[config.mk]
export PLATFORM = sky130hd
export DESIGN_NAME = aq_axi_sdma64_wburst
export DESIGN_NICKNAME = d
export VERILOG_FILES = /design/src/rtl/aq_axi_sdma64_pkg.sv /design/src/rtl/aq_axi_sdma64_blen.sv /design/src/rtl/aq_axi_sdma64_wburst.sv
export SDC_FILE = /design/constraint.sdc
export NUM_CORES = 1
export LEC_CHECK = 0
export CAP_MARGIN = 20
export CELL_PAD_IN_SITES_DETAIL_PLACEMENT = 1
export CELL_PAD_IN_SITES_GLOBAL_PLACEMENT = 1
export CORE_AREA = 2 2 154 156
export DETAILED_ROUTE_END_ITERATION = 10
export DIE_AREA = 0 0 156 158
export HOLD_SLACK_MARGIN = 0.05
export PLACE_DENSITY = 0.95
export SETUP_SLACK_MARGIN = 0.05
export SLEW_MARGIN = 20
export SYNTH_ARGS = -nofsm -noshare
export SYNTH_HDL_FRONTEND = slang
export SYNTH_SLANG_ARGS = --single-unit
[constraint.sdc]
create_clock -name CLK -period 8.6 [get_ports CLK]
set_clock_uncertainty 0.15 [all_clocks]
set_input_delay 1.72 -clock CLK [delete_from_list [all_inputs] [get_ports CLK]]
set_output_delay 1.72 -clock CLK [all_outputs]
set_load 0.02 [all_outputs]
[src/rtl/aq_axi_sdma64_pkg.sv]
// Shared FSM encoding and AXI constants for the 64-bit simple DMA write engine.
package aq_axi_sdma64_pkg;

  typedef enum logic [2:0] {
    ST_IDLE,
    ST_CALC,
    ST_AW,
    ST_W,
    ST_B
  } state_e;

  localparam logic [2:0]  AXSIZE_64   = 3'b011;
  localparam logic [1:0]  BURST_INCR  = 2'b01;
  localparam logic [7:0]  WSTRB_ALL   = 8'hFF;
  localparam logic [1:0]  RESP_OKAY   = 2'b00;
  localparam int unsigned BOUNDARY_4K = 4096;

endpackage

[src/rtl/aq_axi_sdma64_blen.sv]
// Burst-length calculator: min(remaining beats, MAX_BURST, beats left before the next 4 KB page).
module aq_axi_sdma64_blen
  import aq_axi_sdma64_pkg::*;
#(
  parameter int MAX_BURST = 16
) (
  input  logic [11:3] cur_addr_i,
  input  logic [31:0] remain_i,
  output logic [8:0]  blen_o
);

  logic [9:0]  beats4k;
  logic [32:0] beats4k33;
  logic [32:0] remain33;
  logic [32:0] maxBurst33;
  logic [32:0] minA;
  logic [32:0] minB;

  // Address is always 8-byte aligned, so the page distance is counted in beats directly.
  always_comb begin
    beats4k    = 10'(BOUNDARY_4K >> 3) - {1'b0, cur_addr_i};
    beats4k33  = {23'b0, beats4k};
    remain33   = {1'b0, remain_i};
    maxBurst33 = 33'(MAX_BURST);
    minA       = (remain33 < maxBurst33) ? remain33 : maxBurst33;
    minB       = (minA < beats4k33) ? minA : beats4k33;
    blen_o     = 9'(minB);
  end

endmodule

[src/rtl/aq_axi_sdma64_wburst.sv]
// Write-side drain engine: pops a FWFT FIFO and emits 4 KB-safe AXI4 INCR write bursts.
module aq_axi_sdma64_wburst
  import aq_axi_sdma64_pkg::*;
#(
  parameter int MAX_BURST = 16,
  parameter int ADDR_W    = 32
) (
  input  logic              CLK,
  input  logic              RST_N,
  input  logic              CMD_VALID,
  output logic              CMD_READY,
  input  logic [ADDR_W-1:0] CMD_ADDR,
  input  logic [31:0]       CMD_LEN,
  output logic              BUSY,
  output logic              DONE,
  output logic              ERR,
  output logic              FIFO_RD_ENA,
  input  logic [64:0]       FIFO_RD_DATA,
  input  logic              FIFO_RD_EMPTY,
  output logic [ADDR_W-1:0] M_AXI_AWADDR,
  output logic [7:0]        M_AXI_AWLEN,
  output logic [2:0]        M_AXI_AWSIZE,
  output logic [1:0]        M_AXI_AWBURST,
  output logic              M_AXI_AWVALID,
  input  logic              M_AXI_AWREADY,
  output logic [63:0]       M_AXI_WDATA,
  output logic [7:0]        M_AXI_WSTRB,
  output logic              M_AXI_WLAST,
  output logic              M_AXI_WVALID,
  input  logic              M_AXI_WREADY,
  input  logic [1:0]        M_AXI_BRESP,
  input  logic              M_AXI_BVALID,
  output logic              M_AXI_BREADY
);

  state_e            state_q, state_d;
  logic [ADDR_W-1:0] curAddr_q, curAddr_d;
  logic [ADDR_W-1:0] awAddr_q, awAddr_d;
  logic [31:0]       remain_q, remain_d;
  logic [8:0]        blen_q, blen_d;
  logic [8:0]        beat_q, beat_d;
  logic [7:0]        awLen_q, awLen_d;
  logic              busy_q, busy_d;
  logic              done_q, done_d;
  logic              err_q, err_d;
  logic [8:0]        blenCalc;
  logic              wValid;
  logic              wHandshake;
  logic              unusedFifoBit;

  aq_axi_sdma64_blen #(
    .MAX_BURST(MAX_BURST)
  ) u_blen (
    .cur_addr_i(curAddr_q[11:3]),
    .remain_i  (remain_q),
    .blen_o    (blenCalc)
  );

  assign unusedFifoBit = FIFO_RD_DATA[64];

  assign wValid     = (state_q == ST_W) & ~FIFO_RD_EMPTY;
  assign wHandshake = wValid & M_AXI_WREADY;

  assign CMD_READY     = (state_q == ST_IDLE);
  assign BUSY          = busy_q;
  assign DONE          = done_q;
  assign ERR           = err_q;
  assign FIFO_RD_ENA   = wHandshake;
  assign M_AXI_AWADDR  = awAddr_q;
  assign M_AXI_AWLEN   = awLen_q;
  assign M_AXI_AWSIZE  = AXSIZE_64;
  assign M_AXI_AWBURST = BURST_INCR;
  assign M_AXI_AWVALID = (state_q == ST_AW);
  assign M_AXI_WDATA   = FIFO_RD_DATA[63:0];
  assign M_AXI_WSTRB   = WSTRB_ALL;
  assign M_AXI_WLAST   = (beat_q == 9'd1) & wValid;
  assign M_AXI_WVALID  = wValid;
  assign M_AXI_BREADY  = (state_q == ST_B);

  always_ff @(posedge CLK or negedge RST_N) begin
    if (!RST_N) begin
      state_q <= ST_IDLE;
    end else begin
      state_q <= state_d;
    end
  end

  // Only one burst is ever in flight: the next AW is computed after the previous B.
  always_comb begin
    state_d   = state_q;
    curAddr_d = curAddr_q;
    awAddr_d  = awAddr_q;
    remain_d  = remain_q;
    blen_d    = blen_q;
    beat_d    = beat_q;
    awLen_d   = awLen_q;
    busy_d    = busy_q;
    done_d    = 1'b0;
    err_d     = err_q;
    unique case (state_q)
      ST_IDLE: begin
        if (CMD_VALID) begin
          curAddr_d = {CMD_ADDR[ADDR_W-1:3], 3'b000};
          remain_d  = CMD_LEN;
          err_d     = 1'b0;
          if (CMD_LEN == 32'd0) begin
            done_d = 1'b1;
            busy_d = 1'b0;
          end else begin
            busy_d  = 1'b1;
            state_d = ST_CALC;
          end
        end
      end
      ST_CALC: begin
        blen_d   = blenCalc;
        awAddr_d = curAddr_q;
        awLen_d  = 8'(blenCalc - 9'd1);
        state_d  = ST_AW;
      end
      ST_AW: begin
        if (M_AXI_AWREADY) begin
          beat_d  = blen_q;
          state_d = ST_W;
        end
      end
      ST_W: begin
        if (wHandshake) begin
          beat_d = beat_q - 9'd1;
          if (beat_q == 9'd1) begin
            state_d = ST_B;
          end
        end
      end
      ST_B: begin
        if (M_AXI_BVALID) begin
          if (M_AXI_BRESP != RESP_OKAY) begin
            err_d = 1'b1;
          end
          curAddr_d = curAddr_q + {{(ADDR_W-12){1'b0}}, blen_q, 3'b000};
          remain_d  = remain_q - {23'b0, blen_q};
          if (remain_q == {23'b0, blen_q}) begin
            done_d  = 1'b1;
            busy_d  = 1'b0;
            state_d = ST_IDLE;
          end else begin
            state_d = ST_CALC;
          end
        end
      end
      default: state_d = ST_IDLE;
    endcase
  end

  always_ff @(posedge CLK or negedge RST_N) begin
    if (!RST_N) begin
      curAddr_q <= '0;
      awAddr_q  <= '0;
      remain_q  <= '0;
      blen_q    <= '0;
      beat_q    <= '0;
      awLen_q   <= '0;
      busy_q    <= 1'b0;
      done_q    <= 1'b0;
      err_q     <= 1'b0;
    end else begin
      curAddr_q <= curAddr_d;
      awAddr_q  <= awAddr_d;
      remain_q  <= remain_d;
      blen_q    <= blen_d;
      beat_q    <= beat_d;
      awLen_q   <= awLen_d;
      busy_q    <= busy_d;
      done_q    <= done_d;
      err_q     <= err_d;
    end
  end

endmodule

Word-level counts from Yosys, hierarchy flattened
Index checks and enable logic that the tools add are counted.

Input bits: 138. Flip-flop bits (word level): 128. Output and inout bits: 126. Logic and storage cells: 78.

Reduce and logical (&&, ||, !) cells: 10. $lt $le $gt $ge: 2. Muxes and demuxes: 33. Equal/unequal tests: 14. Add/sub/neg operators: 5. Bitwise operators: 4.

Operators with widths (number): $mux 32 (5); $pmux 32 s2 (2); $add 32x12->32 (1); $eq 32x9->1 (1); $logic_not 32->1 (1); $lt 32x10->1 (1); $lt 32x5->1 const B (1); $sub 32x9->32 (1); $mux 9 (3); $mux 3 (6); $pmux 9 s2 (1); $pmux 3 s5 (1); $mux 1 (12); $sub 10x9->10 const A (1); $eq 9x1->1 const B (1); $sub 9x1->9 const B (1); $ne 2x1->1 const B (4); $ne 2x2->1 const B (4); $reduce_and 4->1 (2); $sub 8x1->8 const B (1); $eq 3x2->1 const B (2); $pmux 1 s2 (3); $reduce_and 3->1 (2); $reduce_and 6->1 (1); 6 further kinds (10).

Longest topological paths before layout
Word-level depth: 5. Gate-level depth with buffers: 19. Gate-level depth less buffers: 18.

Cells and area by module
A second synthesis with hierarchy kept.

Cell total of the unflattened synthesis: 999. Area total of the unflattened synthesis: 8215.4 um2.

Modules (own cells, without submodules): aq_axi_sdma64_wburst (times used 1, area each 7678.6 um2, sequential area each 3052.9 um2, cells an instance 926); aq_axi_sdma64_blen (times used 1, area each 536.8 um2, sequential area each 0.0 um2, cells an instance 73).

Least setup slack after synthesis
OpenSTA, ideal clock, no wires.

Kind: in2out. Start point: input port FIFO_RD_EMPTY. End point: output port FIFO_RD_ENA. Cell stages on the path: 3. Path buffers: 0. Slack: 4.375 ns. Required time: 6.730 ns. Arrival time: 2.355 ns. Path through: nor2_1 nand2_1 inv_1.

Cells in the longest elaborated chain, start to end: 3.

Ends and longest elaborated chain: from (decl) (line aq_axi_sdma64_wburst.sv:19) `input logic FIFO_RD_EMPTY,`; $not 1->1 (line aq_axi_sdma64_wburst.sv:61) `assign wValid = (state_q == ST_W) & ~FIFO_RD_EMPTY;`; $and 1x1->1 (line aq_axi_sdma64_wburst.sv:61); $and 1x1->1 (line aq_axi_sdma64_wburst.sv:62) `assign wHandshake = wValid & M_AXI_WREADY;`; to (decl) (line aq_axi_sdma64_wburst.sv:17) `output logic FIFO_RD_ENA,`.

Every way passes these cells.

Worst setup path after layout
Start point: register remain_q[13]. End point: register awLen_q[6] (netlist: M_AXI_AWLEN[6]).

Cells in the longest elaborated chain, start to end: 5.

Ends and longest elaborated chain: from (decl) (line aq_axi_sdma64_wburst.sv:39) `logic [31:0] remain_q, remain_d;`; from (signal assigned) (line aq_axi_sdma64_wburst.sv:169) `remain_q <= remain_d;`; $lt 32x5->1 (line aq_axi_sdma64_blen.sv:25) `minA = (remain33 < maxBurst33) ? remain33 : maxBurst33;`; $mux 32 * (line aq_axi_sdma64_blen.sv:25); $lt 32x10->1 (line aq_axi_sdma64_blen.sv:26) `minB = (minA < beats4k33) ? minA : beats4k33;`; $mux 9 * (line aq_axi_sdma64_blen.sv:26); $sub 8x1->8 * (line aq_axi_sdma64_wburst.sv:118) `awLen_d = 8'(blenCalc - 9'd1);`; to (signal assigned) (line aq_axi_sdma64_wburst.sv:172) `awLen_q <= awLen_d;`; to (decl) (line aq_axi_sdma64_wburst.sv:42) `logic [7:0] awLen_q, awLen_d;`.

Every way passes the cells marked *; elsewhere a longest branch is shown, timed or not. A chain may end at the register's enable or synchronous reset.

==> flow_summary.yaml <==
setup_path:
  cp.arrival_ps: 5930
  crit_path_max_fanout: 20
  worstSetupStartpointType: "flop"
  cp-end-kind: "flop"
  criticalPathCategory: "reg2reg"
  crit_required_ps: 8800
drt:
  avgViaCountPerCell: 5.96
  routedWlPerCell_microns: 21.0
  drt_iter0_drc: 724
  vias: 8163
  drt_first_pass_iters: 5
  drc: 0
  wirelength_mm: 28.7
  postRouteAntennaNets: 0
min_path:
  hp-class: "reg2reg"
finish:
  syn_to_final_growth_pct: 17.6
  drive_above_1_share_pct: 5.37
  final_cell_area_sq_um: 9880
  num_antenna_cells: 0
  n_fill_cell: 2752
  nets: 1238
clocking:
  ctsHoldBuffers: 0
  post_cts_resized: 0
  cts_buffer_depth: 2
  path_clk_slew_ps: 60
  cts_tree: "yes"
  cts_buffers: 17
  cts.sinks: 122
  clkLatencyLatePin_ps: 430
  cts_root_buf: "clkbuf_16"
  ctsHtreeMaxLevel: 4
  cts_setup_buffers: 0
synthesis:
  synth_seq_cells: 122
  synth-edff-count: 0
  synth_area_per_cell_sq_um: 8.11
  synth_area_sq_um: 8400
  post_synth_num_cell_types: 69
  synth_seq_area_share_pct: 36.3
  synthCells: 1036
  synthFlopType: "dfrtp_1"
  synthArstFlopShare_pct: 100
  ys.warnings.count: 0
flow_run:
  cap_violations: 0
die:
  num_io_pins: 264
  die_h_microns: 158
  die_area_sq_um: 24600
  die_x_microns: 156
  start_util_pct: 36.4
  core.rowCount: 56
  core-area_sq_um: 23100
sta:
  rsz0062_at_grt: "no"
  worstMarginPinSlew_ps: 1100
  maxSlewViolCount: 0
  period_minus_slack_ps: 5730
  fmax_ghz: 0.175
  setup_viol: 0
  fin_tns_setup_ps: 0
  whs_ps: 327
  fin_ws_ps: 2870
  hold_viol_final: 0
  slew-limit-headroom_pct: 25.7
  fin_crit_sh_pct: 66.6
placement:
  portBuffers: 115
  gp_congestion: 0.883
  placed_cell_area_sq_um: 9250
  dp_hpwl_mm: 19.6
  place_ws_ps: 3090
power:
  peakVddDrop_mv: 0.150
  p_leak_nw: 4.33
  powerDensity_nw_per_um2: 307
global_routing:
  grt_pass1_wl_mm: 45.9
  antenna_found_initial: 0
  grt_overflow: 0
  first_global_vias: 8471
  grt_usage_pct: 23.7
  grt_max_degree: 77
outcome:
  status: "complete, no violations"
## logic make-up (layout without fill, tap and decap cells)
logic type | Yosys count | after routing | synth area share (%)
AOI/OAI and AO/OA | 249 | 249 | 19.3
xor gates and xnor gates | 20 | 20 | 2.09
adders and majority gates | 33 | 33 | 5.09
buffers and inverters | 160 | 185 | 10.8
DFF | 122 | 122 | 36.3
muxes | 9 | 9 | 1.19
other | 2 | 21 | 0.0894
and+or+nand+nor | 441 | 441 | 25.0
## final timing paths
path | start | end | slack, ps | cells past startpoint
worst max-delay path | remain_q[13]$_DFFE_PN0P_ | M_AXI_AWLEN[6]$_DFFE_PN0P_ | 2870 | 17
worst min-delay path | M_AXI_AWLEN[3]$_DFFE_PN0P_ | M_AXI_AWLEN[3]$_DFFE_PN0P_ | 330 | 2
worst max register to register | remain_q[13]$_DFFE_PN0P_ | M_AXI_AWLEN[6]$_DFFE_PN0P_ | 2870 | 17
worst min register to register | M_AXI_AWLEN[3]$_DFFE_PN0P_ | M_AXI_AWLEN[3]$_DFFE_PN0P_ | 330 | 2
max in group asynchronous | RST_N | curAddr_q[17]$_DFFE_PN0P_ | 5690 | 2
min in group asynchronous | RST_N | M_AXI_AWLEN[5]$_DFFE_PN0P_ | 1230 | 1
## where the power goes
| part | internal [mW] | total (mW) | switching (mW) | leakage [nW] |
|---|---|---|---|---|
| logic | 0.522 | 1.25 | 0.726 | 2.51 |
| registers | 0.768 | 0.999 | 0.231 | 1.51 |
| clock network | 0.506 | 0.786 | 0.280 | 0.308 |
| total | 1.80 | 3.03 | 1.24 | 4.33 |
## flip-flops by register name, indices dropped and copies added (netlist names)
signal	count
M_AXI_AWADDR	29
M_AXI_AWLEN	8
remain_q	32
DONE	1
state_q	3
curAddr_q	29
blen_q	9
beat_q	9
BUSY	1
ERR	1
## stage by stage
step                      total power [mW]  cells  utilization (%)
final                                 3.03   1370             42.8
after global routing                  3.22   1370             42.8
after CTS                             3.02   1370             42.8
after detailed placement              2.21   1338             40.1
after global placement                2.12   1338             40.1
after floorplan                       1.77   1055                -
## final cells by class
class	count	area, sq um	share of cell area [%]
multi-input combinational	773	4520	45.8
sequential	122	3050	30.9
timing repair buffer	122	1200	12.2
clock buffer	24	482	4.88
tap	290	363	3.67
clock inverter	8	140	1.42
inverter	31	116	1.18
## layer usage
layer  track usage [%]  wire [microns]
met1              30.7           12300
met2              40.1           14000
met3              4.43            1710
met4              7.86             724
met5                 0               0
## placed cells by master (no fill, tap or decap), types with 6 or more instances in the layout
master,n
ha_1,31
nor2_1,75
buf_4,8
nor2b_1,8
o22ai_1,10
o22a_1,9
a31oi_1,10
clkdlybuf4s50_1,114
or3_1,8
nor3_1,34
a21oi_1,59
conb_1,21
inv_1,30
o211ai_1,23
nand4_1,13
and3_1,17
nand3_1,37
o21ai_0,60
dfrtp_1,122
xnor2_1,7
clkbuf_16,17
xor2_1,13
a21o_1,8
a211oi_1,10
nor3b_1,6
nand2_1,182
or4_1,6
nor4_1,17
o21a_1,8
## Yosys cell counts, types with 9 or more instances
master    count  share of area, %
o22ai_1      10              0.74
a211oi_1     10              0.89
ha_1         31               4.6
nand4_1      13              0.97
a21oi_1      59               3.5
o211ai_1     23               2.1
a31oi_1      10              0.74
xor2_1       13               1.4
o22a_1        9              0.94
and3_1       17               1.3
inv_1        30               1.3
nand2_1     185               8.3
o21ai_0      60               3.6
buf_4        80               7.2
nor3_1       34               2.0
nand3_1      37               2.2
nor2_1       75               3.4
buf_1         9              0.40
clkbuf_1     37               1.7
nor4_1       17               1.3
dfrtp_1     122                36
## critical path, stage by stage, from the launching register on
cell,delay [ps]
dfrtp_1,420
nor4_1,520
nand4b_1,550
nor3_4,560
inv_1,160
nor2_1,180
ha_1,280
a211o_1,290
a211o_1,240
o2bb2ai_2,760
nor2_1,80
a21oi_1,240
ha_1,320
nand2_1,90
nand4b_1,210
xnor2_1,180
mux2_2,290
o21ai_1,110
No activity file was read; power rests on OpenSTA's default activity.
